$ cat src/rtl/rr_arb.sv
// Round-robin arbiter with registered grant held until ack.
// Optional RR_ARB_BURST_EN lets one requester hold up to BURST grants in a row.
module rr_arb #(
  parameter int N     = 4,
  parameter int BURST = 4
) (
  input  logic                 clk,
  input  logic                 arst_n,
  input  logic [N-1:0]         req_i,
  input  logic                 ack_i,
  output logic                 gnt_vld_o,
  output logic [N-1:0]         gnt_o,
  output logic [$clog2(N)-1:0] gnt_enc_o
);

  localparam int W = $clog2(N);

  if (N < 2 || BURST < 1) begin : g_bad_param
    $error("rr_arb: need N >= 2 and BURST >= 1");
  end

  typedef enum logic {IDLE, GRANT} state_t;

  state_t         state, state_n;
  logic [W-1:0]   ptr, ptr_n;
  logic [W-1:0]   arb_ptr, win;
  logic [N-1:0]   mask, m;
  logic           vld_n;
  logic [N-1:0]   gnt_n;
  logic [W-1:0]   enc_n;
  logic           hold;

  // bit i set iff i > idx
  function automatic logic [N-1:0] idx2mask_lx(
    input logic [W-1:0] idx
  );
    logic [N-1:0] mk;
    mk = '0;
    for (int i = 0; i < N; i++)
      mk[i] = (W'(i) > idx);
    return mk;
  endfunction

  function automatic logic [W-1:0] lowest(
    input logic [N-1:0] v
  );
    logic [W-1:0] r;
    r = '0;
    for (int i = N - 1; i >= 0; i--)
      if (v[i]) r = W'(i);
    return r;
  endfunction

  function automatic logic [N-1:0] onehot(
    input logic [W-1:0] idx
  );
    logic [N-1:0] oh;
    oh = '0;
    for (int i = 0; i < N; i++)
      oh[i] = (W'(i) == idx);
    return oh;
  endfunction

`ifdef RR_ARB_BURST_EN
  localparam int BW = (BURST > 1) ? $clog2(BURST) : 1;

  logic [BW-1:0] bcnt, bcnt_n;

  assign hold = req_i[gnt_enc_o] &&
                (int'(bcnt) < BURST - 1);

  always_comb begin
    bcnt_n = bcnt;
    if (state == GRANT && ack_i)
      bcnt_n = hold ? bcnt + BW'(1) : '0;
  end

  always_ff @(posedge clk or negedge arst_n) begin
    if (!arst_n) bcnt <= '0;
    else         bcnt <= bcnt_n;
  end
`else
  assign hold = 1'b0;
`endif

  // On ack the pointer seen by arbitration is the winner being retired
  always_comb begin
    arb_ptr = (state == GRANT) ? gnt_enc_o : ptr;
    mask    = idx2mask_lx(arb_ptr);
    m       = req_i & mask;
    win     = (|m) ? lowest(m) : lowest(req_i);
  end

  always_comb begin
    state_n = state;
    ptr_n   = ptr;
    vld_n   = gnt_vld_o;
    gnt_n   = gnt_o;
    enc_n   = gnt_enc_o;
    unique case (state)
      IDLE: begin
        if (|req_i) begin
          state_n = GRANT;
          vld_n   = 1'b1;
          gnt_n   = onehot(win);
          enc_n   = win;
        end
      end
      GRANT: begin
        if (ack_i && !hold) begin
          ptr_n = gnt_enc_o;
          if (|req_i) begin
            gnt_n = onehot(win);
            enc_n = win;
          end else begin
            state_n = IDLE;
            vld_n   = 1'b0;
            gnt_n   = '0;
            enc_n   = '0;
          end
        end
      end
      default: state_n = IDLE;
    endcase
  end

  always_ff @(posedge clk or negedge arst_n) begin
    if (!arst_n) begin
      state     <= IDLE;
      ptr       <= W'(N - 1);
      gnt_vld_o <= 1'b0;
      gnt_o     <= '0;
      gnt_enc_o <= '0;
    end else begin
      state     <= state_n;
      ptr       <= ptr_n;
      gnt_vld_o <= vld_n;
      gnt_o     <= gnt_n;
      gnt_enc_o <= enc_n;
    end
  end

endmodule

$ cat config.mk
export PLATFORM = sky130hd
export DESIGN_NAME = rr_arb
export DESIGN_NICKNAME = d
export VERILOG_FILES = /design/src/rtl/rr_arb.sv
export SDC_FILE = /design/constraint.sdc
export NUM_CORES = 1
export LEC_CHECK = 0
export ABC_AREA = 1
export BUFFER_PORTS_ARGS = -buffer_cell sky130_fd_sc_hd__buf_4
export CAP_MARGIN = 20
export CORE_MARGIN = 2
export CORE_UTILIZATION = 30
export DETAILED_ROUTE_END_ITERATION = 12
export PLACE_DENSITY = 0.46
export RECOVER_POWER = 100
export SLEW_MARGIN = 20
export SYNTH_ARGS = -nofsm -noshare
export SYNTH_HDL_FRONTEND = slang
export SYNTH_SLANG_ARGS = --single-unit
$ cat constraint.sdc
create_clock -name clk -period 2.55 [get_ports clk]
set_input_delay 0.255 -clock clk [delete_from_list [all_inputs] [get_ports clk]]
set_output_delay 0.255 -clock clk [all_outputs]
set_load 0.02 [all_outputs]
==> results of run 1 <==
-- layout make-up --
type | instances | area, µm²
Multi-Input combinational cell | 49 | 215
Sequential cell | 10 | 253
Clock buffer | 4 | 36.3
Inverter | 10 | 37.5
Tap cell | 17 | 21.3
Timing Repair Buffer | 14 | 77.6
Fill cell | 205 | 1050
-- cell usage in the layout, fill, tap and decap left out, types with 2 or more instances in the layout --
| cell | n |
|---|---|
| clkbuf_4 | 3 |
| inv_1 | 9 |
| nand3_1 | 5 |
| buf_4 | 5 |
| dfrtp_1 | 8 |
| nand2_1 | 30 |
| clkbuf_1 | 8 |
| nor2_1 | 3 |
| dfstp_2 | 2 |
| o21ai_0 | 7 |
-- worst max-delay path by stage --
stage | from | to | slack (ns) | cells after the start
global placement | req_i[3] | gnt_o[2] | 1.27 | 8
CTS | state | gnt_o[1] | 1.30 | 10
global route | state | gnt_o[2] | 1.0 | 9
floorplan | gnt_enc_o[1] | gnt_o[1] | 1.41 | 8
finish | state | gnt_o[2] | 1.20 | 9
detailed placement | req_i[3] | gnt_o[2] | 1.29 | 8
-- synth_stat cells (all sizes together) --
cell type,n
dfstp,2
o21bai,1
inv,10
nand2,31
dfrtp,8
nand3,5
nor2,3
o21a,1
o21ai,8
-- layer usage --
metal | global-route usage [%] | vias up
met2 | 17.2 | 8
met1 | 18.5 | 206
li1 | - | 251
met5 | 0 | -
met3 | 2.38 | 2
met4 | 10.3 | 0
-- power groups by stage --
stage | Sequential (µW) | Combinational (µW) | Clock [µW]
after floorplan | 240 | 70.0 | 0
after global placement | 214 | 160 | 0
after detailed placement | 214 | 159 | 0
after CTS | 212 | 161 | 152
after global routing | 216 | 148 | 156
final | 211 | 126 | 146
-- critical path: cells and delay by family (launching register included) --
family,cells,cell delay (ns)
simple gates,7,0.49
flops,1,0.41
buf+inv,1,0.18
compound gates,1,0.18
-- repair_timing --
item	in CTS	in global routing
endpoints found under the hold margin	8	0
hold buffers	1	0
endpoints found under the setup margin	0	0
gates resized for setup	0	0
-- kinds of logic (layout without fill, tap and decap cells) --
family / Yosys count / count (layout) / share of synthesized area, %
AO/OA/AOI/OAI: 10 / 10 / 11.8
buffers and inverters: 10 / 28 / 7.11
flip-flops: 10 / 10 / 47.9
AND/OR/NAND/NOR: 39 / 39 / 33.2
-- state kept, by name, summed over array words and instances (netlist names) --
signal,flops
gnt_o,4
state,1
ptr,2
gnt_vld_o,1
gnt_enc_o,2
-- through the flow --
step	area [µm²]	hold WS [ns]	worst slack (ns)	total power, µW
2_1_floorplan	528	-0.0406	1.41	310
3_3_place_gp	647	0.0954	1.27	373
3_5_place_dp	647	0.0968	1.29	373
4_1_cts	693	0.157	1.30	524
5_1_grt	641	0.173	0.995	521
6_report	641	0.170	1.20	483
==> results.tsv, run 1 <==
stage	metric	value	unit
status	status	finished clean	
logic_synthesis	avgSynthCellArea	7.65	µm²
die	dieArea	0.00211	mm²
power	max-vdd-ir-drop	0.273	mV
global_routing	grt_overflow	0	
logic_synthesis	synth.distinct_cells	15	
hold_path	hp-start	ack_i	
logic_synthesis	synth_area_leader_cell	dfrtp_1	
global_routing	grt_pass1_vias	447	
timing	hold_viol	0	
route	drcViolationCount	0	
route	first_pass_iters	4	
logic_synthesis	mappedNetlistArea	528	µm²
route	vias	467	
global_routing	grt_pass1_wl	1.88	mm
route	met3_length	40	µm
worst_setup_path	rrSetupSlack	1.20	ns
finish	fin_cells	104	
worst_setup_path	startpoint_type	register	
worst_setup_path	r2r-end	gnt_o[2]	
power	internal-power	319	µW
route	wl_met2	450	µm
power	combPwrFrac	26.1	%
hold_path	hp-class	input pin to register	
route	drt_iter0_markers	12	
place	gp_congestion	0.710	
timing	maxSlewHeadroom	62.8	%
global_routing	grt_max_degree	11	
timing	fin_crit_sh	52.8	%
worst_setup_path	r2r.worst_path.cells	9	
die	pin_count	14	
finish	drive_gt1_share	14.9	%
hold_path	hold_path_end	state	
job	drv_cap	0	
worst_setup_path	crit_type	register to register	
die	die-height	46.0	µm
power	power_switching	164	µW
worst_setup_path	critPathMaxFanout	5	
finish	num_antenna_cells	0	
logic_synthesis	yosysSeqAreaShare	47.9	%
clocking	cts_max_path_buffers	2	
route	wl	1.08	mm
timing	worstMarginPinSlew	0.558	ns
power	p_leak	0.000361	µW
timing	rsz0062_at_grt	no	
timing	tns	0	ns
clocking	clk_latency	0.27	ns
timing	fmax	0.743	GHz
power	swShare	34.0	%
clocking	clk_pin_slew_worst_paths	0.07	ns
route	dr.max_layer_used	met4	
die	die_w	46.0	µm
worst_setup_path	path_cells	inv_1 > nand2_1 > nand2_1 > nand2_1 > nand2_1 > nand2_1 > nand2_1 > nand2_1 > o21ai_0	
logic_synthesis	ys_top_cells_by_area	dfrtp_1, nand2_1, dfstp_2	
die	rows	15	
worst_setup_path	r2r_start	state	
place	port_buffers	13	
clocking	cts_tree	done	
worst_setup_path	cp.arrival	1.54	ns
worst_setup_path	required	2.74	ns
place	dp_hpwl	857	µm
power	p_clk_share	30.3	%
die	start_util	31.3	%
timing	maxSlewViolCount	0	
worst_setup_path	cp-end-kind	register	
clocking	cts_max_level	1	
timing	setup_viol_count_final	0	
clocking	postCtsSetupBuffers	0	
place	placedCellCount	99	
hold_path	min_delay_path_depth	2	
worst_setup_path	slowest_stage	dfrtp_1	
global_routing	grt_usage	13.1	%
logic_synthesis	synth_top_area_share	37.9	%
clocking	cts_buffers	3	
logic_synthesis	yosysWarnings	0	
clocking	root_buffer	clkbuf_4	
route	routed_via_density	4.49	
finish	nNetsFinal	95	
power	power_density	754	mW/mm²
worst_setup_path	path_common_cell	nand2_1	
finish	fin_util	37.9	%
global_routing	grt_antenna_before_repair	0	
worst_setup_path	slowest_delay	0.41	ns
route	wl_per_cell	10.4	µm
route	drt-met1-wl	578	µm
die	design.core.area	0.00169	mm²
finish	area_growth	21.3	%
route	antenna_left	0	
timing	final.setup_skew	0.00372	ns
clocking	cts.sinks	10	
power	seq_power_share	43.6	%
logic_synthesis	ys_ff_latch	10	
logic_synthesis	synth_nets	76	
timing	min_period	1.35	ns
logic_synthesis	synthCells	69	
No activity file was read; power rests on OpenSTA's default activity.
==> run 2: changes to the inputs <==
clock period = 1.4 ns   (was 2.55 ns; I/O delays follow)
==> run 2 against run 1 <==
Effect of this change:
- cell count stayed put
- routed wire length is 1.9% lower
- fmax is 8.3% higher
- sequential power is 81% higher
- core utilization is 0.74 points higher
- sequential cell count stayed put
- non-clock buffer count stayed put
- total power is 72% higher
- via count is 0.64% lower
- clock power is 34% higher
==> results.tsv, run 2 (synthesis results as in run 1) <==
stage	metric	value	unit
die	die_w	46.0	µm
route	first_pass_iters	4	
timing	tns	0	ns
clocking	cts_resized	0	
power	max-vdd-ir-drop	0.506	mV
finish	drive_gt1_share	19.5	%
route	wl_met2	450	µm
place	port_buffers	13	
finish	fillers	188	
place	placed_cell_area	647	µm²
clocking	cts_max_path_buffers	2	
die	die-height	46.0	µm
route	antenna_left	0	
worst_setup_path	critPathMaxFanout	5	
finish	final_area	653	µm²
timing	rsz0062_at_grt	no	
route	wl	1.06	mm
clocking	cts.sinks	10	
clocking	postCtsSetupBuffers	0	
place	dp_hpwl	857	µm
route	routed_via_density	4.46	
timing	final.setup_skew	0.00794	ns
finish	num_antenna_cells	0	
route	met3_length	46	µm
finish	largest_reg_flops	4	
worst_setup_path	cp-end-kind	register	
clocking	clk_pin_slew_worst_paths	0.06	ns
route	wl_per_cell	10.2	µm
die	rows	15	
clocking	root_buffer	clkbuf_4	
timing	maxSlewHeadroom	64.2	%
timing	worstMarginPinSlew	0.537	ns
worst_setup_path	rrSetupSlack	0.16	ns
clocking	clk_latency	0.26	ns
timing	min_period	1.24	ns
die	start_util	31.3	%
global_routing	grt_usage	12.2	%
clocking	cts_max_level	1	
worst_setup_path	cp.arrival	1.38	ns
finish	fin_util	38.7	%
finish	final_cell_mix	nand2_1, clkbuf_1, inv_1, dfrtp_1	
timing	hold_viol	0	
die	pin_count	14	
global_routing	grt_pass1_vias	437	
power	p_leak	0.000359	µW
clocking	ctsHoldBuffers	1	
route	dr.max_layer_used	met4	
global_routing	grt_pass1_wl	1.83	mm
place	gp_congestion	0.651	
finish	reg_top3	gnt_o x4, gnt_enc_o x2, ptr x2	
job	drv_cap	0	
finish	final_common_cell	nand2_1	
route	drt-met1-wl	552	µm
worst_setup_path	startpoint_type	register	
finish	largest-register	gnt_o	
route	drt_iter0_markers	23	
worst_setup_path	crit_type	register to register	
route	vias	464	
hold_path	hp-class	input pin to register	
global_routing	grt_antenna_before_repair	0	
power	power_density	1270	mW/mm²
timing	maxSlewViolCount	0	
die	design.core.area	0.00169	mm²
clocking	cts_tree	done	
timing	fmax	0.804	GHz
route	drcViolationCount	0	
die	dieArea	0.00211	mm²
timing	fin_crit_sh	88.8	%
global_routing	grt_max_degree	11	
timing	setup_viol_count_final	0	
global_routing	grt_overflow	0	
status	status	finished clean	
finish	nNetsFinal	95	
finish	area_growth	23.7	%
clocking	cts_buffers	3	
worst_setup_path	required	1.54	ns
## run 2: path summary, 6_finish.rpt
check,from,depth (start not counted),to
setup / recovery,ptr[1],9,gnt_enc_o[0]
hold / removal,ack_i,2,state
setup reg to reg,ptr[1],9,gnt_enc_o[0]
hold reg to reg,gnt_o[3],2,gnt_o[3]
max in group asynchronous,arst_n,2,ptr[0]
min in group asynchronous,arst_n,2,gnt_o[3]
## run 2: stage by stage
step	total power, µW	hold WS, ns	setup WS (ns)	std cells
after floorplan	565	-0.156	0.262	69
after global routing	908	0.0693	0.0178	104
final	832	0.0788	0.156	104
after detailed placement	681	-0.0245	0.181	99
after global placement	683	-0.0195	0.178	99
after CTS	886	0.0726	0.172	104
## run 2: metal layers
| layer | up-vias | track usage [%] |
|---|---|---|
| li1 | 251 | - |
| met1 | 203 | 18.2 |
| met2 | 8 | 16.1 |
| met3 | 2 | 1.19 |
| met4 | 0 | 8.57 |
| met5 | - | 0 |
## run 2: where the power goes
part | switching (µW) | total [µW] | internal, µW
logic | 173 | 254 | 81.2
registers | 33.7 | 382 | 349
clock network | 86.5 | 196 | 109
total | 293 | 832 | 539
## run 2: area by class of cell
class	instances	area (µm²)	area share (%)
Sequential cell	10	253	38.7
Multi-Input combinational cell	49	238	36.4
Timing Repair Buffer	14	77.6	11.9
Inverter	10	37.5	5.75
Clock buffer	4	26.3	4.02
Tap cell	17	21.3	3.26
## run 2: worst max-delay path, stage by stage, from the launching register on
cell	delay [ns]
dfstp_1	0.56
nand2_4	0.07
nand2_1	0.05
nand2_1	0.05
nand2_1	0.08
nand2_1	0.07
nand2_2	0.07
nand2_4	0.07
nand2_1	0.06
o21ai_1	0.06
